==> src/rtl/lock_pkg.sv <==
// Shared constants, state encodings and helpers for the keypad lock controller.
// Optional build macro ALARM_AUTOCLEAR_EN is consumed by lock_access_controller.
package lock_pkg;

  localparam int TICK_HZ           = 400;
  localparam int CLK_HZ            = 100_000_000;
  localparam int DEF_TICK_DIV      = CLK_HZ / TICK_HZ;
  localparam int DEF_MAX_FAIL      = 3;
  localparam int DEF_UNLOCK_TICKS  = 8000;
  localparam int DEF_IDLE_TICKS    = 4000;
  localparam int DEF_BEEP_TICKS    = 400;
  localparam int DEF_ALARM_TICKS   = 24000;

  localparam logic [3:0] ST_ENTRY    = 4'b0001;
  localparam logic [3:0] ST_UNLOCKED = 4'b0010;
  localparam logic [3:0] ST_ALARM    = 4'b0100;
  localparam logic [3:0] ST_ADMIN    = 4'b1000;

  // ADMIN_LOAD is the one-cycle key_load step; it still reports as ADMIN.
  typedef enum logic [2:0] {
    FSM_ENTRY      = 3'd0,
    FSM_UNLOCKED   = 3'd1,
    FSM_ALARM      = 3'd2,
    FSM_ADMIN      = 3'd3,
    FSM_ADMIN_LOAD = 3'd4
  } lock_fsm_e;

  function automatic logic [3:0] state_code(lock_fsm_e s);
    case (s)
      FSM_ENTRY:      state_code = ST_ENTRY;
      FSM_UNLOCKED:   state_code = ST_UNLOCKED;
      FSM_ALARM:      state_code = ST_ALARM;
      FSM_ADMIN:      state_code = ST_ADMIN;
      FSM_ADMIN_LOAD: state_code = ST_ADMIN;
      default:        state_code = ST_ENTRY;
    endcase
  endfunction

  function automatic logic [3:0] sat_inc4(logic [3:0] v);
    if (v == 4'hF) begin
      sat_inc4 = v;
    end else begin
      sat_inc4 = v + 4'd1;
    end
  endfunction

  function automatic int max4(int a, int b, int c, int d);
    int m;
    m = a;
    if (b > m) m = b;
    if (c > m) m = c;
    if (d > m) m = d;
    return m;
  endfunction

endpackage

==> src/rtl/lock_tick_gen.sv <==
// Parameterised clock divider producing a one-cycle tick enable every DIV cycles.
module lock_tick_gen #(
  parameter int DIV = 250000
) (
  input  logic clk_100Mhz,
  input  logic reset,
  output logic tick
);

  localparam int CNT_W = (DIV > 1) ? $clog2(DIV) : 1;
  localparam logic [CNT_W-1:0] LAST = CNT_W'(DIV - 1);

  logic [CNT_W-1:0] div_r;

  assign tick = (div_r == LAST);

  // Free-running divider that wraps to zero on the tick cycle.
  always_ff @(posedge clk_100Mhz or negedge reset) begin
    if (!reset) begin
      div_r <= CNT_W'(0);
    end else if (tick) begin
      div_r <= CNT_W'(0);
    end else begin
      div_r <= div_r + CNT_W'(1);
    end
  end

endmodule

==> src/rtl/lock_access_controller.sv <==
// Sequencing FSM for the 4-digit keypad lock: compare, unlock, alarm and admin programming.
// Define ALARM_AUTOCLEAR_EN to let ALARM clear itself after ALARM_TICKS ticks.
module lock_access_controller
  import lock_pkg::*;
#(
  parameter int TICK_DIV     = DEF_TICK_DIV,
  parameter int MAX_FAIL     = DEF_MAX_FAIL,
  parameter int UNLOCK_TICKS = DEF_UNLOCK_TICKS,
  parameter int IDLE_TICKS   = DEF_IDLE_TICKS,
  parameter int BEEP_TICKS   = DEF_BEEP_TICKS,
  parameter int ALARM_TICKS  = DEF_ALARM_TICKS
) (
  input  logic       clk_100Mhz,
  input  logic       reset,
  input  logic       confirm,
  input  logic       key_activity,
  input  logic       code_match,
  input  logic       operate,
  input  logic       administrate,
  input  logic       relieve,
  output logic [3:0] state,
  output logic       clear_entry,
  output logic       key_load,
  output logic       led_en,
  output logic       alarm,
  output logic [3:0] fail_count
);

  // One timer is shared by all states; it is sized for the longest interval.
  localparam int TIMER_W = $clog2(max4(UNLOCK_TICKS, IDLE_TICKS, BEEP_TICKS, ALARM_TICKS) + 1);
  localparam logic [TIMER_W-1:0] T_ZERO = TIMER_W'(0);
  localparam logic [TIMER_W-1:0] T_ONE  = TIMER_W'(1);

  lock_fsm_e          fsm_r, fsm_s;
  logic [TIMER_W-1:0] timer_r, timer_s;
  logic [TIMER_W-1:0] beep_r, beep_s;
  logic [3:0]         fail_s;
  logic               confirm_d_r, relieve_d_r;
  logic               confirm_edge_s, relieve_edge_s;
  logic               clear_s, load_s, alarm_s;
  logic               tick_s;

  lock_tick_gen #(.DIV(TICK_DIV)) u_tick (
    .clk_100Mhz (clk_100Mhz),
    .reset      (reset),
    .tick       (tick_s)
  );

  assign confirm_edge_s = confirm & ~confirm_d_r;
  assign relieve_edge_s = relieve & ~relieve_d_r;

  // Next-state, timer and strobe decode.
  always_comb begin
    fsm_s   = fsm_r;
    timer_s = timer_r;
    fail_s  = fail_count;
    clear_s = 1'b0;
    load_s  = 1'b0;
    if (tick_s && (beep_r != T_ZERO)) begin
      beep_s = beep_r - T_ONE;
    end else begin
      beep_s = beep_r;
    end

    case (fsm_r)
      FSM_ENTRY: begin
        if (administrate) begin
          fsm_s   = FSM_ADMIN;
          clear_s = 1'b1;
          timer_s = T_ZERO;
        end else if (confirm_edge_s) begin
          clear_s = 1'b1;
          timer_s = T_ZERO;
          if (code_match) begin
            fsm_s  = FSM_UNLOCKED;
            fail_s = 4'd0;
          end else begin
            fail_s = sat_inc4(fail_count);
            beep_s = TIMER_W'(BEEP_TICKS);
            if (fail_s >= 4'(MAX_FAIL)) begin
              fsm_s = FSM_ALARM;
            end else begin
              fsm_s = FSM_ENTRY;
            end
          end
        end else if (key_activity) begin
          timer_s = T_ZERO;
        end else if (tick_s) begin
          if (timer_r >= TIMER_W'(IDLE_TICKS - 1)) begin
            clear_s = 1'b1;
            timer_s = T_ZERO;
          end else begin
            timer_s = timer_r + T_ONE;
          end
        end else begin
          timer_s = timer_r;
        end
      end

      FSM_UNLOCKED: begin
        if (administrate) begin
          fsm_s   = FSM_ADMIN;
          clear_s = 1'b1;
          timer_s = T_ZERO;
        end else if (confirm_edge_s) begin
          fsm_s   = FSM_ENTRY;
          clear_s = 1'b1;
          timer_s = T_ZERO;
        end else if (operate) begin
          timer_s = T_ZERO;
        end else if (tick_s) begin
          if (timer_r >= TIMER_W'(UNLOCK_TICKS - 1)) begin
            fsm_s   = FSM_ENTRY;
            clear_s = 1'b1;
            timer_s = T_ZERO;
          end else begin
            timer_s = timer_r + T_ONE;
          end
        end else begin
          timer_s = timer_r;
        end
      end

      FSM_ALARM: begin
        if (relieve_edge_s) begin
          fsm_s   = FSM_ENTRY;
          clear_s = 1'b1;
          fail_s  = 4'd0;
          timer_s = T_ZERO;
`ifdef ALARM_AUTOCLEAR_EN
        end else if (tick_s && (timer_r >= TIMER_W'(ALARM_TICKS - 1))) begin
          fsm_s   = FSM_ENTRY;
          clear_s = 1'b1;
          fail_s  = 4'd0;
          timer_s = T_ZERO;
        end else if (tick_s) begin
          timer_s = timer_r + T_ONE;
`endif
        end else begin
          timer_s = timer_r;
        end
      end

      FSM_ADMIN: begin
        timer_s = T_ZERO;
        if (!administrate) begin
          fsm_s  = FSM_ADMIN_LOAD;
          load_s = 1'b1;
        end else begin
          fsm_s = FSM_ADMIN;
        end
      end

      FSM_ADMIN_LOAD: begin
        fsm_s   = FSM_ENTRY;
        clear_s = 1'b1;
        fail_s  = 4'd0;
        timer_s = T_ZERO;
      end

      default: begin
        fsm_s   = FSM_ENTRY;
        clear_s = 1'b1;
        timer_s = T_ZERO;
      end
    endcase

    // A beep only lives in ENTRY; ALARM drives the buzzer on its own.
    if (fsm_s != FSM_ENTRY) begin
      beep_s = T_ZERO;
    end else begin
      beep_s = beep_s;
    end
    alarm_s = (fsm_s == FSM_ALARM) || (beep_s != T_ZERO);
  end

  // State, timers, edge detectors and registered outputs.
  always_ff @(posedge clk_100Mhz or negedge reset) begin
    if (!reset) begin
      fsm_r       <= FSM_ENTRY;
      timer_r     <= T_ZERO;
      beep_r      <= T_ZERO;
      confirm_d_r <= 1'b0;
      relieve_d_r <= 1'b0;
      state       <= ST_ENTRY;
      clear_entry <= 1'b0;
      key_load    <= 1'b0;
      led_en      <= 1'b0;
      alarm       <= 1'b0;
      fail_count  <= 4'd0;
    end else begin
      fsm_r       <= fsm_s;
      timer_r     <= timer_s;
      beep_r      <= beep_s;
      confirm_d_r <= confirm;
      relieve_d_r <= relieve;
      state       <= state_code(fsm_s);
      clear_entry <= clear_s;
      key_load    <= load_s;
      led_en      <= (fsm_s == FSM_UNLOCKED);
      alarm       <= alarm_s;
      fail_count  <= fail_s;
    end
  end

endmodule

==> config.mk <==
export PLATFORM = sky130hd
export DESIGN_NAME = lock_access_controller
export DESIGN_NICKNAME = d
export VERILOG_FILES = /design/src/rtl/lock_pkg.sv /design/src/rtl/lock_tick_gen.sv /design/src/rtl/lock_access_controller.sv
export SDC_FILE = /design/constraint.sdc
export NUM_CORES = 1
export LEC_CHECK = 0
export ABC_AREA = 0
export CORE_ASPECT_RATIO = 1.75
export CORE_UTILIZATION = 65
export DETAILED_ROUTE_END_ITERATION = 7
export DONT_BUFFER_PORTS = 1
export GPL_TIMING_DRIVEN = 0
export PLACE_DENSITY = 0.81
export SYNTH_ARGS = -nofsm -noshare
export SYNTH_HDL_FRONTEND = slang
export SYNTH_SLANG_ARGS = --single-unit
==> constraint.sdc <==
create_clock -name clk_100Mhz -period 7.35 [get_ports clk_100Mhz]
set_input_delay 1.8375 -clock clk_100Mhz [delete_from_list [all_inputs] [get_ports clk_100Mhz]]
set_output_delay 1.8375 -clock clk_100Mhz [all_outputs]
set_load 0.05 [all_outputs]
==> impl_metrics.env, run 1 <==
export IMPL_status="complete, but fails checks"
export IMPL_failed_checks="DRC"
export IMPL_crit_path_frequent_cell="clkbuf_1"
export IMPL_fp_dieH_um=99.9
export IMPL_via_per_inst=6.33
export IMPL_drc_errors=1
export IMPL_endpoint_kind="register"
export IMPL_synth_edff_count=0
export IMPL_routedWlPerCell_um=16.2
export IMPL_use_met1=0.332
export IMPL_coreArea_um2=5260
export IMPL_dieArea_um2=5790
export IMPL_track_usage=0.288
export IMPL_maxSlewHeadroom=0.0797
export IMPL_fin_skew_ns=0.00644
export IMPL_cts_buffers_inserted=9
export IMPL_leakagePower_nw=1.63
export IMPL_post_route_util=0.730
export IMPL_finalSetupViolations=0
export IMPL_clkLatencyLatePin_ns=0.34
export IMPL_detail_route_antenna_nets=0
export IMPL_antenna_found_initial=0
export IMPL_crit_type="input port to register"
export IMPL_path_clk_slew_ns=0.07
export IMPL_total_power_mw=1.00
export IMPL_cpPeakStageDelay_ns=0.39
export IMPL_drt_first_pass_iters=7
export IMPL_postCtsSetupRepairBufs=0
export IMPL_period_minus_slack_ns=3.40
export IMPL_fp_dieW_um=57.9
export IMPL_critPathTopFamily="simple AND/OR/NAND/NOR gates"
export IMPL_portBuffers=0
export IMPL_syn_nets=395
export IMPL_clockRootBuffer="clkbuf_8"
export IMPL_fmax_mhz=294
export IMPL_fin_setup_tns_ns=0
export IMPL_drv_slew=0
export IMPL_area_growth_pct=7.84
export IMPL_syn_inst=383
export IMPL_worstSetupStartpointType="input port"
export IMPL_met3_usage=0.0709
export IMPL_start_util=0.677
export IMPL_routed_wl_um=7350
export IMPL_path_cells="clkbuf_1 -> nor4_1 -> o2111ai_1 -> a211o_1 -> nand2b_1 -> clkbuf_1 -> nor2_1"
export IMPL_dpl_cell_count=438
export IMPL_cts_tree="done"
export IMPL_grt_max_degree=66
export IMPL_ios=20
export IMPL_hold_buffers=0
export IMPL_synth_async_reset_ratio=1.00
export IMPL_rsz0062_at_grt="false"
export IMPL_seq_area_frac_synth=0.457
export IMPL_grt_use_met2=0.487
export IMPL_grt_pass1_vias=2846
export IMPL_hp_class="register to register"
export IMPL_cap_viol_max_count=0
export IMPL_pwr_density_cell_nw_per_um2=262
export IMPL_top_usage_layer="met2"
export IMPL_drive_above_1_share=0.0677
export IMPL_period_share=0.463
export IMPL_netlist_area_um2=3560
export IMPL_required_ns=7.62
export IMPL_cp_arrival_ns=3.67
export IMPL_stdcell_count=454
export IMPL_vdd_drop_max_uv=260
export IMPL_globalRouteOverflowTotal=0
export IMPL_ys_warn_count=0
export IMPL_num_vias=2874
export IMPL_tightest_slew_ns=1.37
export IMPL_place_hpwl_um=5280
export IMPL_critPathBufInv=2
export IMPL_diodes=0
export IMPL_grt_pass1_wl_um=12800
export IMPL_h_tree_depth=3
export IMPL_ys_flop_type="dfrtp_1"
export IMPL_critPathMaxFanout=10
export IMPL_clock_sinks=65
export IMPL_num_rows=35
export IMPL_nets=406
export IMPL_post_cts_resized=0
export IMPL_hold_violations=0
export IMPL_synth_seq_cells=65
export IMPL_drtIter0Drc=146
export IMPL_finalWeightedCongestion=0.929
export IMPL_cp_slowest_cell="a211o_1"
export IMPL_cts_max_path_buffers=2
export IMPL_synth_area_per_cell_um2=9.29
export IMPL_yosysUniqueCellTypes=60
-- area by class of cell --
class | instances | area, um2
multi-input cells | 300 | 1860
fillers | 402 | 1420
inverters | 7 | 26.3
flip-flops and latches | 65 | 1630
clock inverters | 6 | 82.6
well taps | 55 | 68.8
plain buffers | 11 | 42.5
clock buffers | 10 | 128
-- per-layer routing --
layer  up-vias  wire (um)
met5         -          0
met4         0        189
met3        17        243
met2        53       3920
met1      1392       3000
li1       1412          -
-- metrics by stage --
step,worst slack [ns],hold slack (ns),area [um2]
6_report,3.95,0.501,3840
5_1_grt,3.78,0.519,3840
4_1_cts,3.97,0.502,3840
3_5_place_dp,3.61,0.488,3630
3_3_place_gp,3.63,0.489,3630
2_1_floorplan,3.96,0.450,3560
-- sequential cells by signal, summed over array words and instances, names as in the netlist, 3 cells and up --
signal,flops
u_tick.div_r,18
fsm_r,3
fail_count,4
timer_r,15
state,4
beep_r,15
-- where the power goes --
| part | leakage [nW] | switching (mW) | internal [mW] |
|---|---|---|---|
| Clock | 0.106 | 0.135 | 0.189 |
| Combinational | 0.653 | 0.120 | 0.0665 |
| Sequential | 0.872 | 0.104 | 0.390 |
-- cells in the mapped netlist, drive strengths merged (2+ instances only) --
master	count	area [um2]
dfrtp	64	1600
nor2	44	165
nand2	27	101
o21ai	27	135
a21oi	18	90.1
xor2	16	140
nand3	15	75.1
nor2b	14	87.6
xnor2	13	114
nand2b	11	68.8
clkbuf	10	37.5
nor3	10	50.1
and3	9	56.3
nand4	9	56.3
inv	7	26.3
nand3b	6	45.0
nor4	6	37.5
or2	6	37.5
or3	6	42.5
a211oi	5	37.5
a31oi	5	31.3
and2	4	25.0
ha	4	50.1
or4	4	30.0
a2111oi	3	32.5
a21o	3	22.5
nor3b	3	22.5
o31ai	3	22.5
a2111o	2	22.5
a41oi	2	17.5
nor4b	2	23.8
o211ai	2	28.8
or4b	2	20.0
-- path summary, 6_finish.rpt --
check                                startpoint               to  depth (start not counted)  slack, ns
worst max-delay path               administrate        beep_r[6]                          7       3.95
worst min-delay path            u_tick.div_r[5]  u_tick.div_r[5]                          1       0.50
worst max register to register  u_tick.div_r[0]            alarm                          8       3.95
worst min register to register  u_tick.div_r[5]  u_tick.div_r[5]                          1       0.50
max in group asynchronous                 reset         state[0]                          0       5.97
min in group asynchronous                 reset      timer_r[11]                          0       1.18
-- logic make-up after synthesis --
| family | synth area share |
|---|---|
| and+or+nand+nor | 0.273 |
| xor gates and xnor gates | 0.0714 |
| adders and majority gates | 0.0141 |
| buffers and inverters | 0.0193 |
| AOI/OAI and AO/OA | 0.159 |
| muxes | 0.00598 |
| DFF | 0.457 |
-- worst register-to-register path: stages (launching register included) --
cell      delay, ns
dfrtp_1        0.42
ha_1           0.27
nand3_1        0.19
or3_1          0.42
nor4_1         1.13
nand2_1        0.16
xor2_1         0.26
a31oi_1        0.13
a2111o_1       0.30
-- layout by cell type, fill, tap and decap left out, types with 5 or more instances in the layout --
cell,n
a21oi_1,18
nand4_1,9
xnor2_1,13
clkbuf_8,9
nor3_1,10
a211oi_1,5
nand2_1,27
a31oi_1,5
dfrtp_1,64
xor2_1,16
o21ai_1,7
nor2_1,44
nand2b_1,11
nor4_1,6
nand3_1,15
inv_1,7
nand3b_1,6
clkbuf_1,11
o21ai_0,20
nor2b_1,14
and3_1,9
or3_1,5
Note: power is estimated with default switching activity, not from simulation.
==> run 2: changes to the inputs <==
--- a/config.mk
+++ b/config.mk
@@ -7,11 +7,11 @@
 export LEC_CHECK = 0
 export ABC_AREA = 0
 export CORE_ASPECT_RATIO = 1.75
-export CORE_UTILIZATION = 65
+export CORE_UTILIZATION = 57
 export DETAILED_ROUTE_END_ITERATION = 7
 export DONT_BUFFER_PORTS = 1
 export GPL_TIMING_DRIVEN = 0
-export PLACE_DENSITY = 0.81
+export PLACE_DENSITY = 0.75
 export SYNTH_ARGS = -nofsm -noshare
 export SYNTH_HDL_FRONTEND = slang
 export SYNTH_SLANG_ARGS = --single-unit
==> constraint.sdc (replaced) <==
create_clock -name clk_100Mhz -period 2.8 [get_ports clk_100Mhz]
set_input_delay 0.7 -clock clk_100Mhz [delete_from_list [all_inputs] [get_ports clk_100Mhz]]
set_output_delay 0.7 -clock clk_100Mhz [all_outputs]
set_load 0.05 [all_outputs]
==> impl_metrics.env, run 2 (synthesis results as in run 1) <==
export IMPL_status="complete, but fails checks"
export IMPL_failed_checks="setup timing"
export IMPL_num_rows=37
export IMPL_required_ns=3.03
export IMPL_vdd_drop_max_uv=535
export IMPL_ff2ff_setup_slack_ns=-0.01
export IMPL_nets=414
export IMPL_period_share=1.00
export IMPL_largest_register_ffs=18
export IMPL_drtIter0Drc=189
export IMPL_grt_max_degree=66
export IMPL_fp_dieW_um=61.7
export IMPL_track_usage=0.271
export IMPL_hold_slack_ns=0.0462
export IMPL_clockRootBuffer="clkbuf_8"
export IMPL_leakagePower_nw=1.70
export IMPL_layout_common_cells="dfrtp_1 (59), nor2_1 (44), nand2_1 (27)"
export IMPL_antenna_found_initial=0
export IMPL_via_per_inst=6.14
export IMPL_clock_sinks=65
export IMPL_ios=20
export IMPL_place_hpwl_um=5420
export IMPL_start_util=0.596
export IMPL_hp_class="input port to asynchronous set/reset pin"
export IMPL_cts_buffers_inserted=9
export IMPL_finalSetupViolations=1
export IMPL_endpoint_kind="register"
export IMPL_fin_ws_ns=-0.0123
export IMPL_cp_arrival_ns=3.04
export IMPL_diodes=0
export IMPL_path_clk_slew_ns=0.07
export IMPL_maxSlewHeadroom=0.530
export IMPL_portBuffers=0
export IMPL_fin_area_um2=4100
export IMPL_fillers=478
export IMPL_routed_wl_um=8070
export IMPL_h_tree_depth=3
export IMPL_critPathMaxFanout=6
export IMPL_area_growth_pct=15.2
export IMPL_drt_first_pass_iters=5
export IMPL_drv_slew=0
export IMPL_worstSetupStartpointType="register"
export IMPL_coreArea_um2=5970
export IMPL_rsz0062_at_grt="true"
export IMPL_largest_registers="u_tick.div_r: 18 flops, beep_r: 15 flops, timer_r: 15 flops"
export IMPL_period_minus_slack_ns=2.81
export IMPL_globalRouteOverflowTotal=0
export IMPL_reg2reg_depth=7
export IMPL_top_register="u_tick.div_r"
export IMPL_rr_startpoint="beep_r[10]"
export IMPL_crit_type="register to register"
export IMPL_detail_route_antenna_nets=0
export IMPL_grt_pass1_wl_um=13100
export IMPL_clkLatencyLatePin_ns=0.35
export IMPL_multi_input_area_um2=2010
export IMPL_hold_buffers=0
export IMPL_hold_violations=0
export IMPL_cts_tree="done"
export IMPL_layout_commonest_cell="dfrtp_1"
export IMPL_timing_rr_end="alarm"
export IMPL_drive_above_1_share=0.145
export IMPL_fmax_mhz=356
export IMPL_grt_pass1_vias=2926
export IMPL_pwr_density_cell_nw_per_um2=657
export IMPL_tightest_slew_ns=0.704
export IMPL_routedWlPerCell_um=16.6
export IMPL_dieArea_um2=6570
export IMPL_seq_area_um2=1640
export IMPL_fp_dieH_um=107
export IMPL_place_area_um2=3660
export IMPL_cap_viol_max_count=0
export IMPL_finalWeightedCongestion=0.904
export IMPL_fin_skew_ns=0.0113
export IMPL_total_power_mw=2.69
export IMPL_num_vias=2979
export IMPL_cts_max_path_buffers=2
export IMPL_drc_errors=0
==> run 2: cell types whose count changed in the layout (fill, tap and decap cells not counted), moves of 3 or more <==
cell,delta
dfrtp_2,+3
dfrtp_1,-5
buf_4,+10
nor3_1,-3
==> run 2: metrics by stage <==
step | utilization | setup slack, ns | std cells | setup TNS [ns]
floorplan | - | 0.00722 | 383 | 0
global placement | 0.613 | -0.521 | 461 | -5.86
detailed placement | 0.613 | -0.589 | 461 | -6.93
CTS | 0.669 | 0.00695 | 481 | 0
global route | 0.686 | -0.0923 | 485 | -0.0923
finish | 0.686 | -0.0123 | 485 | -0.0123
==> run 2: layer usage <==
metal | global-route usage | vias up | wire length, um
li1 | - | 1430 | -
met1 | 0.301 | 1459 | 3180
met2 | 0.447 | 65 | 4320
met3 | 0.0766 | 25 | 277
met4 | 0.146 | 0 | 284
met5 | 0 | - | 0
==> run 2: cell type report <==
type / count / area share
Multi-Input combinational cell: 300 / 0.491
Sequential cell: 65 / 0.400
Clock buffer: 13 / 0.0339
Tap cell: 78 / 0.0238
Timing Repair Buffer: 10 / 0.0183
Clock inverter: 3 / 0.0159
Buffer: 9 / 0.0104
Inverter: 7 / 0.00641
==> run 2: timing repair <==
item / CTS / global route
setup buffers: 5 / 5
hold endpoints to repair: 0 / 0
resized for setup: 21 / 17
setup endpoints to repair: 16 / 21
pin swaps: 3 / 7
==> run 2: worst max-delay path by stage <==
stage           endpoint  slack [ns]     startpoint  cells past startpoint
6_report           alarm       -0.01     beep_r[10]                      7
5_1_grt            alarm       -0.09     beep_r[10]                      7
4_1_cts            alarm       0.007      beep_r[6]                      8
3_5_place_dp   beep_r[9]       -0.59  fail_count[0]                      8
3_3_place_gp   beep_r[5]       -0.52  fail_count[0]                      8
2_1_floorplan      alarm       0.007      beep_r[6]                      8
==> run 2: where the power goes <==
part	leakage (nW)	switching, mW	internal [mW]
Sequential	0.864	0.280	1.03
Combinational	0.732	0.331	0.202
Clock	0.102	0.350	0.502
Total	1.70	0.961	1.73
==> run 2: worst max-delay path: stages, from the launching register on <==
cell      delay (ns)
dfrtp_2         0.44
or4_4           0.58
or3_4           0.42
o2111a_1        0.31
nand3b_1        0.13
xor2_1          0.25
a31oi_1         0.16
a2111o_1        0.40
==> run 3: changes to the inputs <==
==> constraint.sdc (replaced) <==
create_clock -name clk_100Mhz -period 2.35 [get_ports clk_100Mhz]
set_input_delay 0.5875 -clock clk_100Mhz [delete_from_list [all_inputs] [get_ports clk_100Mhz]]
set_output_delay 0.5875 -clock clk_100Mhz [all_outputs]
set_load 0.05 [all_outputs]
==> impl_metrics.env, run 3 (synthesis results as in run 1) <==
export IMPL_fin_area_um2=4430
export IMPL_diodes=0
export IMPL_path_cells="or4_4 -> or3_4 -> o211ai_4 -> or3_4 -> nand3b_1 -> a2111o_1 -> a2111o_1"
export IMPL_grt_pass1_vias=3053
export IMPL_finalWeightedCongestion=0.875
export IMPL_hp_class="input port to asynchronous set/reset pin"
export IMPL_path_clk_slew_ns=0.07
export IMPL_top_usage_layer="met2"
export IMPL_cp_slowest_cell="or4_4"
export IMPL_rsz0062_at_grt="true"
export IMPL_maxSlewHeadroom=0.426
export IMPL_clock_sinks=65
export IMPL_hold_violations=0
export IMPL_drtIter0Drc=204
export IMPL_failed_checks="setup timing"
export IMPL_required_ns=2.58
export IMPL_cts_buffers_inserted=9
export IMPL_routedWlPerCell_um=17.3
export IMPL_drc_errors=0
export IMPL_antenna_found_initial=0
export IMPL_grt_pass1_wl_um=13900
export IMPL_fp_dieW_um=61.7
export IMPL_globalRouteOverflowTotal=0
export IMPL_cap_viol_max_count=0
export IMPL_num_vias=3061
export IMPL_critPathTopFamily="simple AND/OR/NAND/NOR gates"
export IMPL_fmax_mhz=357
export IMPL_h_tree_depth=3
export IMPL_cp_arrival_ns=3.03
export IMPL_place_area_um2=3710
export IMPL_critPathMaxFanout=5
export IMPL_status="complete, but fails checks"
export IMPL_drv_slew=0
export IMPL_coreArea_um2=5970
export IMPL_place_hpwl_um=5320
export IMPL_detail_route_antenna_nets=0
export IMPL_largest_register_ffs=18
export IMPL_via_per_inst=6.06
export IMPL_num_rows=37
export IMPL_endpoint_kind="register"
export IMPL_vdd_drop_max_uv=754
export IMPL_drive_above_1_share=0.251
export IMPL_ios=20
export IMPL_clockRootBuffer="clkbuf_8"
export IMPL_cpPeakStageDelay_ns=0.55
export IMPL_grt_max_degree=65
export IMPL_period_share=1.19
export IMPL_layout_common_cells="dfrtp_1 (55), nor2_1 (44), buf_4 (31)"
export IMPL_fp_dieH_um=107
export IMPL_total_power_mw=3.33
export IMPL_largest_registers="u_tick.div_r: 18 flops, beep_r: 15 flops, timer_r: 15 flops"
export IMPL_nets=434
export IMPL_routed_wl_um=8760
export IMPL_drt_first_pass_iters=4
export IMPL_finalSetupViolations=11
export IMPL_dieArea_um2=6570
export IMPL_cts_max_path_buffers=2
export IMPL_start_util=0.596
export IMPL_worstSetupStartpointType="register"
export IMPL_fin_skew_ns=0.0154
export IMPL_use_met1=0.320
export IMPL_period_minus_slack_ns=2.80
export IMPL_top_register="u_tick.div_r"
export IMPL_clkLatencyLatePin_ns=0.36
export IMPL_fin_ws_ns=-0.448
export IMPL_critPathBufInv=0
export IMPL_met3_usage=0.0718
export IMPL_cts_tree="done"
export IMPL_grt_use_met2=0.482
export IMPL_layout_commonest_cell="dfrtp_1"
export IMPL_area_growth_pct=24.6
export IMPL_portBuffers=0
export IMPL_leakagePower_nw=1.87
export IMPL_pwr_density_cell_nw_per_um2=751
export IMPL_crit_type="register to register"
export IMPL_track_usage=0.291
export IMPL_tightest_slew_ns=0.855
## run 3: cell types whose count changed in the layout (fill, tap and decap cells not counted), sizes merged
cell,before,now
clkbuf,20,18
buf,12,34
bufinv,2,1
clkinv,1,2
## run 3: timing repair
item,in CTS,in global routing
buffers inserted,17,15
endpoints found under the hold margin,64,0
hold buffers,1,0
gates resized for setup,42,25
endpoints found under the setup margin,30,28
pin swaps,17,9
## run 3: final timing paths
path	slack, ns	to	cells past startpoint	from
min in group clk_100Mhz	0.26	confirm_d_r	0	confirm
hold / removal	0.08	state[0]	0	reset
setup reg to reg	-0.45	alarm	7	beep_r[10]
max in group asynchronous	1.95	fail_count[1]	1	reset
setup / recovery	-0.45	alarm	7	beep_r[10]
hold reg to reg	0.51	u_tick.div_r[15]	1	u_tick.div_r[15]
## run 3: cell type report
cell class	count	area, um2
plain buffers	6	35.0
clock buffers	13	159
clock inverters	3	40.0
fillers	403	1540
inverters	7	26.3
multi-input cells	300	2160
flip-flops and latches	65	1640
well taps	78	97.6
repair buffers	33	272
## run 3: where the power goes
part,internal (mW),switching [mW]
sequential,1.23,0.339
clock,0.545,0.431
combinational,0.337,0.450
total,2.11,1.22
## run 3: through the flow
stage               cells  setup slack, ns   util  TNS [ns]  hold WS [ns]
CTS                   490           -0.410  0.707    -0.807        0.0614
floorplan             383           -0.339      -    -0.358         0.292
global placement      461           -0.888  0.621     -8.85         0.294
global route          505           -0.527  0.742     -1.87        0.0569
detailed placement    461           -0.848  0.621     -8.79         0.295
finish                505           -0.448  0.742    -0.742        0.0763
## run 3: routing by layer
layer,share of wire,wire (um)
met1,0.38,3320
met2,0.55,4800
met3,0.041,355
met4,0.032,282
met5,0,0
